### src/rtl/dds_rom_sched.sv
// Two-channel DDS sequencer sharing one synchronous waveform ROM.
// Even slots issue channel 0 and odd slots issue channel 1. Each ROM read
// is tagged, and the tag travels two stages so that the returning sample
// lands in the right channel's output register.
// Configuration is staged on accept. It commits only in the other
// channel's slot, so a channel's parameters never change under an issue
// that is already under way.
//
// Config FSM states:
//   state    | meaning
//   CFG_IDLE | cfg_ready high, waiting for a request
//   CFG_PEND | request staged, waiting for a slot of the other channel
//   CFG_DONE | committed this edge, cfg_ready stays low one more cycle
module dds_rom_sched #(
    parameter int ACC_W  = 32,
    parameter int ADDR_W = 12,
    parameter int DATA_W = 14
) (
    input  logic              clock,
    input  logic              rst_n,
    input  logic              cfg_valid,
    output logic              cfg_ready,
    input  logic              cfg_ch,
    input  logic [ACC_W-1:0]  cfg_ftw,
    input  logic [ADDR_W-1:0] cfg_pofs,
    input  logic              cfg_en,
    input  logic              sync_i,
    output logic [ADDR_W-1:0] rom_addr,
    input  logic [DATA_W-1:0] rom_q,
    output logic [DATA_W-1:0] ch0_data,
    output logic [DATA_W-1:0] ch1_data,
    output logic              ch0_valid,
    output logic              ch1_valid
);

    typedef enum logic [1:0] {
        CFG_IDLE = 2'd0,
        CFG_PEND = 2'd1,
        CFG_DONE = 2'd2
    } cfg_state_t;

    cfg_state_t        cfg_st;
    cfg_state_t        cfg_nxt;

    logic [ACC_W-1:0]  acc   [2];
    logic [ACC_W-1:0]  ftw   [2];
    logic [ADDR_W-1:0] pofs  [2];
    logic              en    [2];
    logic              slot;

    logic              stg_ch;
    logic [ACC_W-1:0]  stg_ftw;
    logic [ADDR_W-1:0] stg_pofs;
    logic              stg_en;

    logic              tag1_v;
    logic              tag1_ch;
    logic              tag2_v;
    logic              tag2_ch;

    logic              accept;
    logic              commit;
    logic              issue;
    logic [ADDR_W-1:0] issue_addr;

    assign cfg_ready  = (cfg_st == CFG_IDLE);
    assign accept     = cfg_valid && cfg_ready;
    assign issue      = !sync_i && en[slot];
    assign issue_addr = acc[slot][ACC_W-1 -: ADDR_W] + pofs[slot];

    // Config FSM state register
    always_ff @(posedge clock or negedge rst_n) begin
        if (!rst_n) begin
            cfg_st <= CFG_IDLE;
        end else begin
            cfg_st <= cfg_nxt;
        end
    end

    // Config FSM next state and commit decision
    always_comb begin
        cfg_nxt = cfg_st;
        commit  = 1'b0;
        case (cfg_st)
            CFG_IDLE: if (accept) cfg_nxt = CFG_PEND;
            CFG_PEND: begin
                if (slot != stg_ch) begin
                    commit  = 1'b1;
                    cfg_nxt = CFG_DONE;
                end
            end
            CFG_DONE: cfg_nxt = CFG_IDLE;
            default:  cfg_nxt = CFG_IDLE;
        endcase
    end

    // Staging of accepted config and commit into the channel registers
    always_ff @(posedge clock or negedge rst_n) begin
        if (!rst_n) begin
            stg_ch   <= 1'b0;
            stg_ftw  <= '0;
            stg_pofs <= '0;
            stg_en   <= 1'b0;
            for (int i = 0; i < 2; i++) begin
                ftw[i]  <= '0;
                pofs[i] <= '0;
                en[i]   <= 1'b0;
            end
        end else begin
            if (accept) begin
                stg_ch   <= cfg_ch;
                stg_ftw  <= cfg_ftw;
                stg_pofs <= cfg_pofs;
                stg_en   <= cfg_en;
            end
            if (commit) begin
                ftw[stg_ch]  <= stg_ftw;
                pofs[stg_ch] <= stg_pofs;
                en[stg_ch]   <= stg_en;
            end
        end
    end

    // Slot scheduler, phase accumulators and ROM address issue
    always_ff @(posedge clock or negedge rst_n) begin
        if (!rst_n) begin
            slot     <= 1'b0;
            acc[0]   <= '0;
            acc[1]   <= '0;
            rom_addr <= '0;
            tag1_v   <= 1'b0;
            tag1_ch  <= 1'b0;
        end else begin
            tag1_v  <= issue;
            tag1_ch <= slot;
            if (sync_i) begin
                slot   <= 1'b0;
                acc[0] <= '0;
                acc[1] <= '0;
            end else begin
                slot <= ~slot;
                if (issue) begin
                    acc[slot] <= acc[slot] + ftw[slot];
                    rom_addr  <= issue_addr;
                end
            end
        end
    end

    // Return path: tag follows the ROM read, sample captured into its channel
    always_ff @(posedge clock or negedge rst_n) begin
        if (!rst_n) begin
            tag2_v    <= 1'b0;
            tag2_ch   <= 1'b0;
            ch0_data  <= '0;
            ch1_data  <= '0;
            ch0_valid <= 1'b0;
            ch1_valid <= 1'b0;
        end else begin
            tag2_v    <= tag1_v;
            tag2_ch   <= tag1_ch;
            ch0_valid <= tag2_v && !tag2_ch;
            ch1_valid <= tag2_v && tag2_ch;
            if (tag2_v && !tag2_ch) ch0_data <= rom_q;
            if (tag2_v && tag2_ch)  ch1_data <= rom_q;
        end
    end

endmodule

### config.mk
export PLATFORM = sky130hd
export DESIGN_NAME = dds_rom_sched
export DESIGN_NICKNAME = d
export VERILOG_FILES = /design/src/rtl/dds_rom_sched.sv
export SDC_FILE = /design/constraint.sdc
export NUM_CORES = 1
export LEC_CHECK = 0
export BUFFER_PORTS_ARGS = -buffer_cell sky130_fd_sc_hd__buf_2
export CORE_MARGIN = 4
export CORE_UTILIZATION = 25
export DETAILED_ROUTE_END_ITERATION = 7
export HOLD_SLACK_MARGIN = 0.02
export PLACE_DENSITY_LB_ADDON = 0.05
export RECOVER_POWER = 50
export SKIP_CTS_REPAIR_TIMING = 1
export SLEW_MARGIN = 20
export SYNTH_ARGS = -nofsm -noshare
export SYNTH_HDL_FRONTEND = slang
export SYNTH_SLANG_ARGS = --single-unit
### constraint.sdc
create_clock -name clock -period 5.7 [get_ports clock]
set_input_delay 0.855 -clock clock [delete_from_list [all_inputs] [get_ports clock]]
set_output_delay 0.855 -clock clock [all_outputs]
set_load 0.01 [all_outputs]
==> results.md, run 1 <==
- The flow ran to the end, but the final reports show violations.
- The final reports fail on max-capacitance violations, max-slew violations.
- The detailed router put a total of 16100 um of wire on met1.
- The minimum setup slack after placement is 1.37 ns.
- Detailed placement ended at an HPWL of 21700 um.
- STA classifies the critical path endpoint as a register.
- In this run the worst hold path is classified as register to register.
- The horizontal die dimension is 229 um.
- The number of antenna violations at the first check in global routing is 0.
- The prevailing post-synth register cell is dfrtp_1.
- The amount of wire on met2 after detailed routing is 14300 um.
- The routed wire length on met3 is 1200 um.
- After synthesis the netlist holds a flip-flop and latch count of 249.
- The largest single stage delay on the critical path is 1.02 ns.
- The number of max-slew violations in the final report is 123.
- The fraction of layout cells with a size suffix above 1 is 37.2%.
- Data on the critical path arrives at its endpoint at 4.66 ns.
- The routed layout has 8158 vias.
- Based on the critical path, the design can be clocked at up to 235 MHz.
- Once detail routing completed, the nets flagged for antenna violations numbered 0.
- After detailed routing, the average wire length per cell comes to 18.6 um.
- The fraction of synthesized cell area taken by the top area cell type is 50.9%.
- The smallest setup slack after layout is 1.45 ns.
- In the final layout, flip-flops and latches occupy 6230 um2.
- The library cell appearing most often on the critical path is mux2_1.
- Counting the buffers created by CTS gives 34.
- The initial utilization of the core area, before any placement, comes to 25.5%.
- Setup repair after global routing left no endpoint under its margin.
- The global-route usage over all layers is 12.3%.
- In this run the deepest clock path goes through 3 buffers.
- The core region is 48000 um2.
- Max-cap violations in this run came to 2.
- The final sum of negative setup slack is 0 ns.
- The cell area after synthesis is 12200 um2.
- The number of nets in the synthesized netlist is 1109.
- The number of sinks on the clock net is 249.
- The final hold violation count came to 0.
- The floorplan step defined a die boundary enclosing 52600 um2.
- In the final layout, the multi-input gates occupy 5790 um2.
- The type of the setup path with the least slack is register to register.
- Measured against its own limit, the worst slew margin works out to -76.8%.
- The first TritonRoute pass finished after 4 iterations.
- Entering global routing, the biggest net connects 104 pins.
- Dividing the detail-routed via count by the number of cells gives 4.69.
- 0 antenna diodes ended up in the layout.
- At the end of routability-driven placement, the weighted congestion stood at 0.782.
- The root buffer cell chosen for the clock tree is clkbuf_16.
- The post-route DRC violation count is 0.
- IR analysis of the VDD net gives a maximum drop of 0.000261 V.
- For this run the aggregate overflow at the end of global routing stands at 0.
- After clock tree synthesis, the clock-pin slew on the worst setup and hold paths is 0.05 ns.
- The synthesized design contains 0 enable-type register cells.
- The post-synthesis sequential area ratio is 50.9%.
- After technology mapping, the gate count stands at 1001.
- The H-tree generated during clock tree synthesis spans 2 levels.
- For the worst setup path, the data required time is 6.10 ns.
- The via count of the first global-routing pass is 8601.
- The routed wire length is 32300 um.
- Of all nets on the critical path, the largest fanout is 59.
- In the finished design, the share of the clock period the worst path needs comes to 74.6%.
- The top-level port count is 107.
- The startpoint type of the worst setup path is a register.
- In the final design database the tool counted 1211 nets.
- The count of cell types in the netlist is 54.
- The power per unit of standard cell area is 583 nW/um2.
- The slew at the pin with the worst max-slew slack is 2.65 ns.
- The largest area contributor in the synthesized netlist is dfrtp_1.
- Summed over all cells, the static leakage comes to 6.60 nW.
- The count of buffers inserted at the top-level ports is 106.
- Fill cells in the final layout number 4995.
- The total of endpoints with negative setup slack in the final report is 0.
- The floorplan step set the die height to 229 um.
- The clock insertion delay at the later pin of the skew report is 0.53 ns.
- The initialized floorplan defines 80 standard-cell rows.
- The family of cells with the greatest summed delay on the critical path is compound AO/OA/AOI/OAI gates.
- The top routing layer in use is met4.
- The critical path goes through mux2i_1 > inv_1 > ha_1 > a211oi_1 > nor2_1 > o21ai_1 > a21oi_2 > o31ai_2 > o31a_1 > mux2_1 > o211ai_2 > mux2_1.
- The number of buffer and inverter stages on the critical path is 1.
- Counting flops with an async set or reset pin after synthesis yields a share of 100%.
- The slowest stage of the critical path is the dfrtp_4 cell.
- TritonCTS built the clock tree.
- Sorting the synthesized cells by area gives the leading types as dfrtp_1, mux2_2, ha_1, a22o_1, a21oi_1.
- During synthesis, Yosys emitted a total of 0 warnings.
- The worst hold-check slack is 0.351 ns.
- Clock skew on the completed layout was measured at 0.0165 ns.
- The violation count after the first detailed-route iteration is 322.
- The first global-routing pass estimated 51400 um of wire.
- The final period demand of the worst path is 4.25 ns.
- The per-instance average area after synthesis is 12.2 um2.
- The area overhead of the layout relative to synthesis is 19.5%.
## metal layers
metal	global-route usage [%]	vias up
li1	-	3855
met1	17.1	4130
met3	2.52	49
met2	19.0	124
met5	0	-
met4	4.15	0
## kinds of logic after synthesis
kind of cell               Yosys count  synth area share [%]
DFF                                249                  50.9
AOI/OAI and AO/OA                  195                  11.0
muxes                              243                  22.3
adders and majority gates           44                  4.62
xor gates and xnor gates            36                  2.58
and+or+nand+nor                    166                  6.54
buffers and inverters               68                  2.12
## where the power goes
group / total (W) / switching (W) / internal, W
sequential: 0.00302 / 0.000459 / 0.00256
clock: 0.00218 / 0.000798 / 0.00138
combinational: 0.00333 / 0.00173 / 0.00159
## area by class of cell
cell class              count  share of cell area (%)
clock buffers              51                    7.30
clock inverters             8                   0.616
inverters                  17                   0.436
multi-input cells         684                    39.5
flip-flops and latches    249                    42.6
well taps                 615                    5.26
repair buffers            117                    4.23
## synthesized netlist by cell type (9+ instances only)
cell type,count
ha_1,42
nor2_1,39
o21ai_0,26
dfrtp_1,249
a21o_1,20
nand2b_1,11
xor2_1,16
a21oi_1,53
inv_1,17
a22o_1,41
mux2_2,235
nand2_1,58
clkbuf_1,43
nand4_1,9
xnor2_1,20
## state kept, by name (all words and copies together), names as in the netlist, 2 cells and up
signal    count
acc          64
cfg_st        2
ch0_data     14
ch1_data     14
en            2
ftw          64
pofs         24
rom_addr     12
stg_ftw      32
stg_pofs     12
## worst paths after layout
path / to / startpoint / slack, ns / depth (start not counted)
worst max-delay path: acc[63] / slot / 1.45 / 12
worst min-delay path: tag2_ch / tag1_ch / 0.35 / 0
worst max register to register: acc[63] / slot / 1.45 / 12
worst min register to register: tag2_ch / tag1_ch / 0.35 / 0
max in group asynchronous: ftw[31] / rst_n / 2.02 / 2
min in group asynchronous: stg_ftw[8] / rst_n / 1.09 / 1
## layout by cell type (no fill, tap or decap), types with 4 or more instances in the layout
cell type	netlist	layout
clkbuf_1	43	6
or3_1	8	8
nand3_1	6	6
nand4_1	9	9
nand2b_1	11	11
a21o_1	20	20
o211ai_1	4	4
xor2_1	16	16
ha_1	42	42
buf_2	3	105
inv_1	17	17
clkinv_2	0	6
a211oi_1	5	5
o21bai_1	5	5
a31oi_1	7	7
nor2b_1	7	7
dfrtp_1	249	248
buf_4	0	8
mux2i_1	5	5
xnor2_1	20	20
o21ai_1	5	5
mux2_2	235	235
clkbuf_8	0	9
o21ai_0	26	26
nor2_1	39	36
nand2_1	58	58
a22o_1	41	41
o21a_1	4	4
a21oi_1	53	53
clkbuf_16	0	37
nor3_1	6	6
## through the flow
| step | util, % | power [W] | std cells | area (um2) |
|---|---|---|---|---|
| 4_1_cts | 30.5 | 0.00872 | 1741 | 14600 |
| 3_3_place_gp | 28.1 | 0.00645 | 1682 | 13500 |
| 6_report | 30.5 | 0.00852 | 1741 | 14600 |
| 3_5_place_dp | 28.1 | 0.00643 | 1682 | 13500 |
| 2_1_floorplan | - | 0.00536 | 1001 | 12200 |
| 5_1_grt | 30.5 | 0.00918 | 1741 | 14600 |
## worst register-to-register path: stages, from the launching register on
cell and delay [ns]:
dfrtp_4 1.02, mux2i_1 0.40, inv_1 0.08, ha_1 0.31
a211oi_1 0.34, nor2_1 0.13, o21ai_1 0.29, a21oi_2 0.12
o31ai_2 0.38, o31a_1 0.29, mux2_1 0.36, o211ai_2 0.08
mux2_1 0.33
Power figures use the tool's default switching activity.
==> run 2, diff against run 1 <==
==> constraint.sdc (replaced) <==
create_clock -name clock -period 3.49 [get_ports clock]
set_input_delay 0.5235 -clock clock [delete_from_list [all_inputs] [get_ports clock]]
set_output_delay 0.5235 -clock clock [all_outputs]
set_load 0.01 [all_outputs]
==> results.md, run 2 (synthesis gave the netlist of run 1 again) <==
- The run finished, with violations left.
- The final reports fail on max-capacitance violations, max-slew violations, negative setup slack.
- The wire length of the first global-routing pass is 53100 um (+3.3%).
- The via count of the first global-routing pass is 9011 (+4.8%).
- The combinational share of power is 43.1% (+4.0 points).
- The number of iterations in the first detailed-routing pass is 6 (+2).
- The library cell used most frequently in the layout, excluding fill and tap cells, is dfrtp_1.
- The maximum operating frequency was 282 MHz (+20%).
- The part of the power in the clock network is 24.0% (-1.5 points).
- The min-delay analysis places its worst path in the category input port to register.
- The via density per instance is 4.57 (-2.5%).
- The detailed-route via count came to 8417 (+3.2%).
- The clock root buffer master is clkbuf_16.
- The residual overflow from global routing was 0 (unchanged).
- The count of buffers inserted at the top-level ports came to 106 (unchanged).
- The area overhead of the layout relative to synthesis is 29.0%.
- The critical path is of the register to register type.
- The cell internal power dissipation came to 0.00975 W (+76%).
- The origin of the critical flop-to-flop path is slot.
- The signal on the critical path passes through buf_6 > buf_12 > mux2_4 > ha_4 > nand4_1 > a2111oi_4 > o21ai_2 > a21oi_2 > o31ai_4 > o31a_1 > mux2_4 > o211ai_2 > mux2_4.
- The slew at the pin with the worst max-slew slack is 2.34 ns (-0.313 ns).
- The worst hold path begins at cfg_pofs[10].
- The routed wire length was 33400 um (+3.5%).
- The depth of the worst register-to-register path is 13 (+1).
- The number of max-slew violations in the final report came to 37 (-70%).
- The clock tree from TritonCTS is done.
- The largest buffer count on any clock path is 3 (unchanged).
- The final period demand of the worst path was 3.54 ns (-0.708 ns).
- The capturing point of the worst reg2reg path is acc[63].
- The post-route clock period utilization came to 102% (+27 points).
- The worst hold path stage count is 2 (+2).
- The placed instance area is 14200 um2 (+5.5%).
- The post-route DRC violation count is 0 (unchanged).
- The relative max-transition margin is -55.9% (+21 points).
- The number of fillers in the final layout is 4917 (-1.6%).
- The max capacitance violation total was 1 (-1).
- The area of all placed cells without fillers was 15800 um2 (+8.0%).
- The worst-case register-to-register setup slack came to -0.05 ns (-1.50 ns).
- The data required time at the worst endpoint is 3.90 ns (-2.20 ns).
- The switching power share of the total is 34.8% (-0.28 points).
- The CTS buffer count is 35 (+2.9%).
- The leakage component of the power is 7.15 nW (+8.2%).
- The largest registers in the layout are acc (64), ftw (64), stg_ftw (32).
- The minimum setup slack after placement came to -0.0963 ns (-1.47 ns).
- The fraction of layout cells with a size suffix above 1 is 45.0% (+7.8 points).
- The cell row count is 80 (unchanged).
- The top cell types in the final layout, fill and taps aside, are dfrtp_1, mux2_2, buf_2, buf_4, nand2_1.
- The clock-pin transition on the worst setup and hold timing paths is 0.06 ns (about the same).
- In this design, the critical path's most frequently occurring cell is mux2_4.
- The placed wire-length estimate after detailed placement is 22900 um (+5.3%).
- The number of antenna violations at the first check in global routing is 0 (unchanged).
- The horizontal die dimension came to 229 um (unchanged).
- The global-route usage over all layers is 12.6% (+0.34 points).
- The clock insertion delay at the later pin of the skew report is 0.55 ns (+0.02 ns).
- The maximum net fanout on the critical path is 9 (-85%).
- The switching power of the nets is 0.00521 W (+74%).
- The sequential share of power is 32.9% (-2.5 points).
- The starting density of the core is 25.5% (unchanged).
- The height of the die is 229 um (unchanged).
- The top-level port count came to 107 (unchanged).
- The hold path endpoint is stg_pofs[10].
- The number of sinks on the clock net came to 249 (unchanged).
- The total of endpoints with negative setup slack in the final report is 2 (+2).
- The routed wire length per instance is 18.1 um (-2.2%).
- The die footprint was 52600 um2 (unchanged).
- The worst path arrival time is 3.95 ns (-0.71 ns).
- The number of levels in the clock H-tree came to 2 (unchanged).
- The footprint of the flip-flops and latches is 6230 um2 (unchanged).
- The maximum single-stage delay on the critical path came to 0.50 ns (-0.52 ns).
- Among all stages on the critical path, the largest delay is contributed by dfrtp_4.
- The largest net degree at the start of global routing was 91 (-13%).
- The number of diodes added for antenna fixing came to 0 (unchanged).
- The worst clock skew on the final layout was 0.0257 ns (+0.00911 ns).
- The global placer's final weighted congestion came to 0.786 (+0.51%).
- The power per unit of standard cell area is 947 nW/um2 (+62%).
- The total area of multi-input combinational cells is 6060 um2 (+4.8%).
- The startpoint type of the worst setup path is a register.
- The final hold violation count came to 0 (unchanged).
- The category of the worst setup path capture point is a register.
- The core area is 48000 um2 (unchanged).
- The number of nets in the final layout is 1310 (+8.2%).
- The worst IR drop on VDD is 0.000353 V (+35%).
- Setup repair after global routing could not meet its margin everywhere.
- The residual antenna-violating net count after detailed routing is 0 (unchanged).
- The violation count after the first detailed-route iteration is 347 (+7.8%).
- The smallest setup slack after layout is -0.0528 ns (-1.50 ns).
[run 2: worst max path at each step]
stage               to  from  cells past startpoint  slack [ns]
5_1_grt        acc[31]  slot                     13       -0.17
2_1_floorplan  acc[63]  slot                     15      0.0009
3_3_place_gp   acc[63]  slot                     13       -0.05
6_report       acc[63]  slot                     13       -0.05
4_1_cts        acc[63]  slot                     14       -0.15
3_5_place_dp   acc[63]  slot                     13        -0.1
[run 2: metal layers]
| layer | track usage (%) | vias up | wire length, um |
|---|---|---|---|
| met2 | 19.4 | 139 | 15000 |
| met3 | 2.32 | 47 | 1210 |
| met5 | 0 | - | 0 |
| met4 | 4.26 | 0 | 766 |
| met1 | 17.9 | 4176 | 16500 |
| li1 | - | 4055 | - |
[run 2: power by group through the flow]
stage,combinational [W],sequential (W),clock [W]
6_report,0.00645,0.00492,0.00358
5_1_grt,0.00715,0.00511,0.00387
4_1_cts,0.00629,0.00494,0.00375
3_5_place_dp,0.00626,0.00498,0
3_3_place_gp,0.00626,0.00500,0
2_1_floorplan,0.00394,0.00482,0
[run 2: stage by stage]
stage	TNS, ns	total power (W)	std cells	hold slack (ns)	util (%)
2_1_floorplan	0	0.00876	1001	0.228	-
4_1_cts	-0.291	0.0150	1833	-0.149	32.1
6_report	-0.0732	0.0150	1843	0.214	32.9
3_5_place_dp	-0.147	0.0112	1770	0.345	29.6
3_3_place_gp	-0.0814	0.0113	1770	0.346	29.6
5_1_grt	-0.357	0.0161	1843	0.200	32.9
[run 2: layout make-up]
cell class	count	area share (%)
Timing Repair Buffer	215	9.47
Clock buffer	51	6.57
Sequential cell	249	39.5
Tap cell	615	4.87
Multi-Input combinational cell	684	38.4
Clock inverter	12	0.832
Inverter	17	0.404
[run 2: worst max-delay path, delay by kind of cell, from the launching register on]
| family | cells | cell delay (ns) |
|---|---|---|
| compound gates | 6 | 1.22 |
| fa+ha+maj | 1 | 0.27 |
| buf+inv | 2 | 0.26 |
| flops | 1 | 0.50 |
| mux | 3 | 0.93 |
| simple gates | 1 | 0.20 |
==> run 3, diff against run 2 <==
--- a/config.mk
+++ b/config.mk
@@ -7,7 +7,7 @@
 export LEC_CHECK = 0
 export BUFFER_PORTS_ARGS = -buffer_cell sky130_fd_sc_hd__buf_2
 export CORE_MARGIN = 4
-export CORE_UTILIZATION = 25
+export CORE_UTILIZATION = 54
 export DETAILED_ROUTE_END_ITERATION = 7
 export HOLD_SLACK_MARGIN = 0.02
 export PLACE_DENSITY_LB_ADDON = 0.05
==> results.md, run 3 (synthesis gave the netlist of run 1 again) <==
- The area of all placed cells without fillers is 15100 um2 (-4.7%).
- The horizontal die dimension is 159 um (-31%).
- The core area is 22100 um2 (-54%).
- The residual antenna-violating net count after detailed routing is 0 (unchanged).
- The most common cell after layout, fill and taps aside is dfrtp_1.
- The height of the die came to 159 um (-31%).
- The critical path goes through clkbuf_16 > buf_4 > mux2_2 > ha_1 > nand2_1 > a2111oi_4 > o21ai_2 > a21oi_2 > o31ai_4 > o31a_1 > mux2_4 > o211ai_2 > mux2_4.
- The routed wire length per instance is 17.8 um (-2.1%).
- The power per unit of standard cell area is 940 nW/um2 (-0.68%).
- The critical path is of the register to register type.
- Setup repair after global routing could not meet its margin everywhere.
- The checks that failed: max-capacitance violations, max-slew violations, negative setup slack.
- The number of nets in the final layout is 1317 (+0.53%).
- The timing startpoint of the critical path is slot.
- The largest net degree at the start of global routing is 99 (+8.8%).
- The cell row count is 54 (-33%).
- The worst clock skew on the final layout is 0.0207 ns (-0.00500 ns).
- The data required time at the worst endpoint was 3.90 ns (about the same).
- The slowest stage of the critical path is the dfrtp_4 cell.
- The max capacitance violation total is 1 (unchanged).
- The path class of the tightest hold or removal check is input port to register.
- The smallest setup slack after layout is -0.000716 ns (+0.0521 ns).
- The category of the worst setup path capture point is a register.
- The count of buffers inserted at the top-level ports is 106 (unchanged).
- The number of iterations in the first detailed-routing pass was 5 (-1).
- The leakage component of the power is 7.08 nW (-0.99%).
- The final hold violation count was 0 (unchanged).
- The CTS buffer count is 27 (-23%).
- The number of levels in the clock H-tree is 1 (-1).
- The most numerous cell type found on the critical path is mux2_4.
- The placed wire-length estimate after detailed placement is 19000 um (-17%).
- The sequential share of power came to 34.6% (+1.7 points).
- The maximum net fanout on the critical path was 6 (-3).
- The detailed-route via count was 8492 (+0.89%).
- The worst-case register-to-register setup slack is -0.0007 ns (+0.05 ns).
- The combinational share of power is 44.0% (+0.9 points).
- The residual overflow from global routing was 0 (unchanged).
- The worst IR drop on VDD is 0.000592 V (+68%).
- The final cell utilization of the core is 68.1% (+35 points).
- The total area of multi-input combinational cells came to 5930 um2 (-2.2%).
- The slew at the pin with the worst max-slew slack came to 2.41 ns (+0.0675 ns).
- The placed instance area came to 13900 um2 (-2.6%).
- The origin of the critical flop-to-flop path is slot.
- The wire length of the first global-routing pass came to 43700 um (-18%).
- The part of the power in the clock network is 21.4% (-2.6 points).
- The total of endpoints with negative setup slack in the final report is 1 (-1).
- The die footprint is 25100 um2 (-52%).
- The clock root buffer master is clkbuf_16.
- The fraction of layout cells with a size suffix above 1 is 43.9% (-1.1 points).
- The switching power share of the total is 33.7% (-1.1 points).
- TritonCTS built the clock tree.
- The number of antenna violations at the first check in global routing is 0 (unchanged).
- STA classifies the critical path startpoint as a register.
- The number of fillers in the final layout was 1703 (-65%).
- The via count of the first global-routing pass is 8580 (-4.8%).
- In the layout the commonest cells are dfrtp_1, mux2_2, buf_4, buf_2, nand2_1.
- The global placer's final weighted congestion is 0.893 (+13%).
- The maximum single-stage delay on the critical path is 0.55 ns (+0.05 ns).
- The largest registers in the layout are acc (64), ftw (64), stg_ftw (32).
- The starting density of the core is 55.4% (+30 points).
- The minimum setup slack after placement came to -0.0458 ns (+0.0505 ns).
- The worst hold-check slack is 0.227 ns (+0.0133 ns).
- The number of max-slew violations in the final report came to 99 (+170%).
- The post-layout instance count excluding filler cells is 1505 (-18%).
- The footprint of the flip-flops and latches came to 6230 um2 (unchanged).
- The area overhead of the layout relative to synthesis is 22.9%.
- The final period demand of the worst path came to 3.49 ns (-0.0521 ns).
- The relative max-transition margin is -60.4% (-4.5 points).
- The clock-pin transition on the worst setup and hold timing paths is 0.06 ns (about the same).
- The top-level port count is 107 (unchanged).
- The number of sinks on the clock net was 249 (unchanged).
- The via density per instance is 5.64 (+24%).
- The post-route clock period utilization is 100% (-1.5 points).
- The violation count after the first detailed-route iteration is 344 (-0.86%).
- The launch instance of the worst min-delay path is cfg_pofs[5].
- The number of diodes added for antenna fixing came to 0 (unchanged).
- The maximum operating frequency is 286 MHz (+1.5%).
- The flow ran to the end, but the final reports show violations.
- The worst path arrival time is 3.90 ns (-0.05 ns).
- The switching power of the nets is 0.00477 W (-8.5%).
- The global-route usage over all layers is 21.3% (+8.7 points).
- The post-route DRC violation count came to 0 (unchanged).
- The routed wire length is 26700 um (-20%).
- The cell internal power dissipation was 0.00938 W (-3.7%).
- The placed cell count is 1452 (-18%).
- The clock insertion delay at the later pin of the skew report came to 0.53 ns (-0.02 ns).
- The largest buffer count on any clock path is 3 (unchanged).
==> run 3: changes by cell type in the layout (fill, tap and decap cells not counted), moves of 3 or more <==
cell / previous run / this run
bufinv_16: 2 / 5
buf_4: 96 / 110
clkbuf_16: 38 / 29
o21ai_1: 7 / 4
buf_12: 7 / 2
ha_1: 32 / 36
a21oi_1: 46 / 50
clkinv_2: 6 / 3
a21oi_2: 7 / 4
ha_4: 9 / 5
clkbuf_2: 0 / 3
==> run 3: routing by layer <==
metal | share of wire (%) | vias to the layer above | global-route usage, %
met1 | 47 | 4201 | 31.0
met5 | 0 | - | 0
li1 | - | 4072 | -
met2 | 46 | 180 | 34.3
met4 | 2.2 | 0 | 4.71
met3 | 4.2 | 39 | 2.91
==> run 3: area by class of cell <==
| type | count | share of cell area [%] |
|---|---|---|
| timing repair buffer | 230 | 10.1 |
| clock inverter | 9 | 1.16 |
| inverter | 17 | 0.424 |
| multi-input combinational | 684 | 39.4 |
| clock buffer | 36 | 5.18 |
| sequential | 249 | 41.4 |
| tap | 280 | 2.33 |
==> run 3: worst max-delay path, delay by kind of cell, from the launching register on <==
kind,cells,cell delay [ns]
and+or+nand+nor,1,0.14
adders and majority gates,1,0.36
DFF,1,0.55
muxes,3,0.89
AOI/OAI and AO/OA,6,1.12
buffers and inverters,2,0.32
==> run 3: stage by stage <==
stage          power, W   TNS (ns)
2_1_floorplan   0.00876          0
3_3_place_gp     0.0108          0
3_5_place_dp     0.0110    -0.0554
4_1_cts          0.0141    -0.0756
5_1_grt          0.0152     -0.312
6_report         0.0142  -0.000716
==> run 3: worst paths after layout <==
path,cells past startpoint,end
setup / recovery,13,acc[63]
hold / removal,2,stg_pofs[5]
setup reg to reg,13,acc[63]
hold reg to reg,0,tag2_ch
max in group asynchronous,2,stg_ftw[28]
min in group asynchronous,1,ftw[40]
==> run 3: power groups by stage <==
stage | combinational (W) | sequential, W | clock [W]
after detailed placement | 0.00603 | 0.00494 | 0
after CTS | 0.00607 | 0.00491 | 0.00310
after floorplan | 0.00394 | 0.00482 | 0
after global placement | 0.00592 | 0.00492 | 0
final | 0.00622 | 0.00490 | 0.00303
after global routing | 0.00686 | 0.00506 | 0.00323
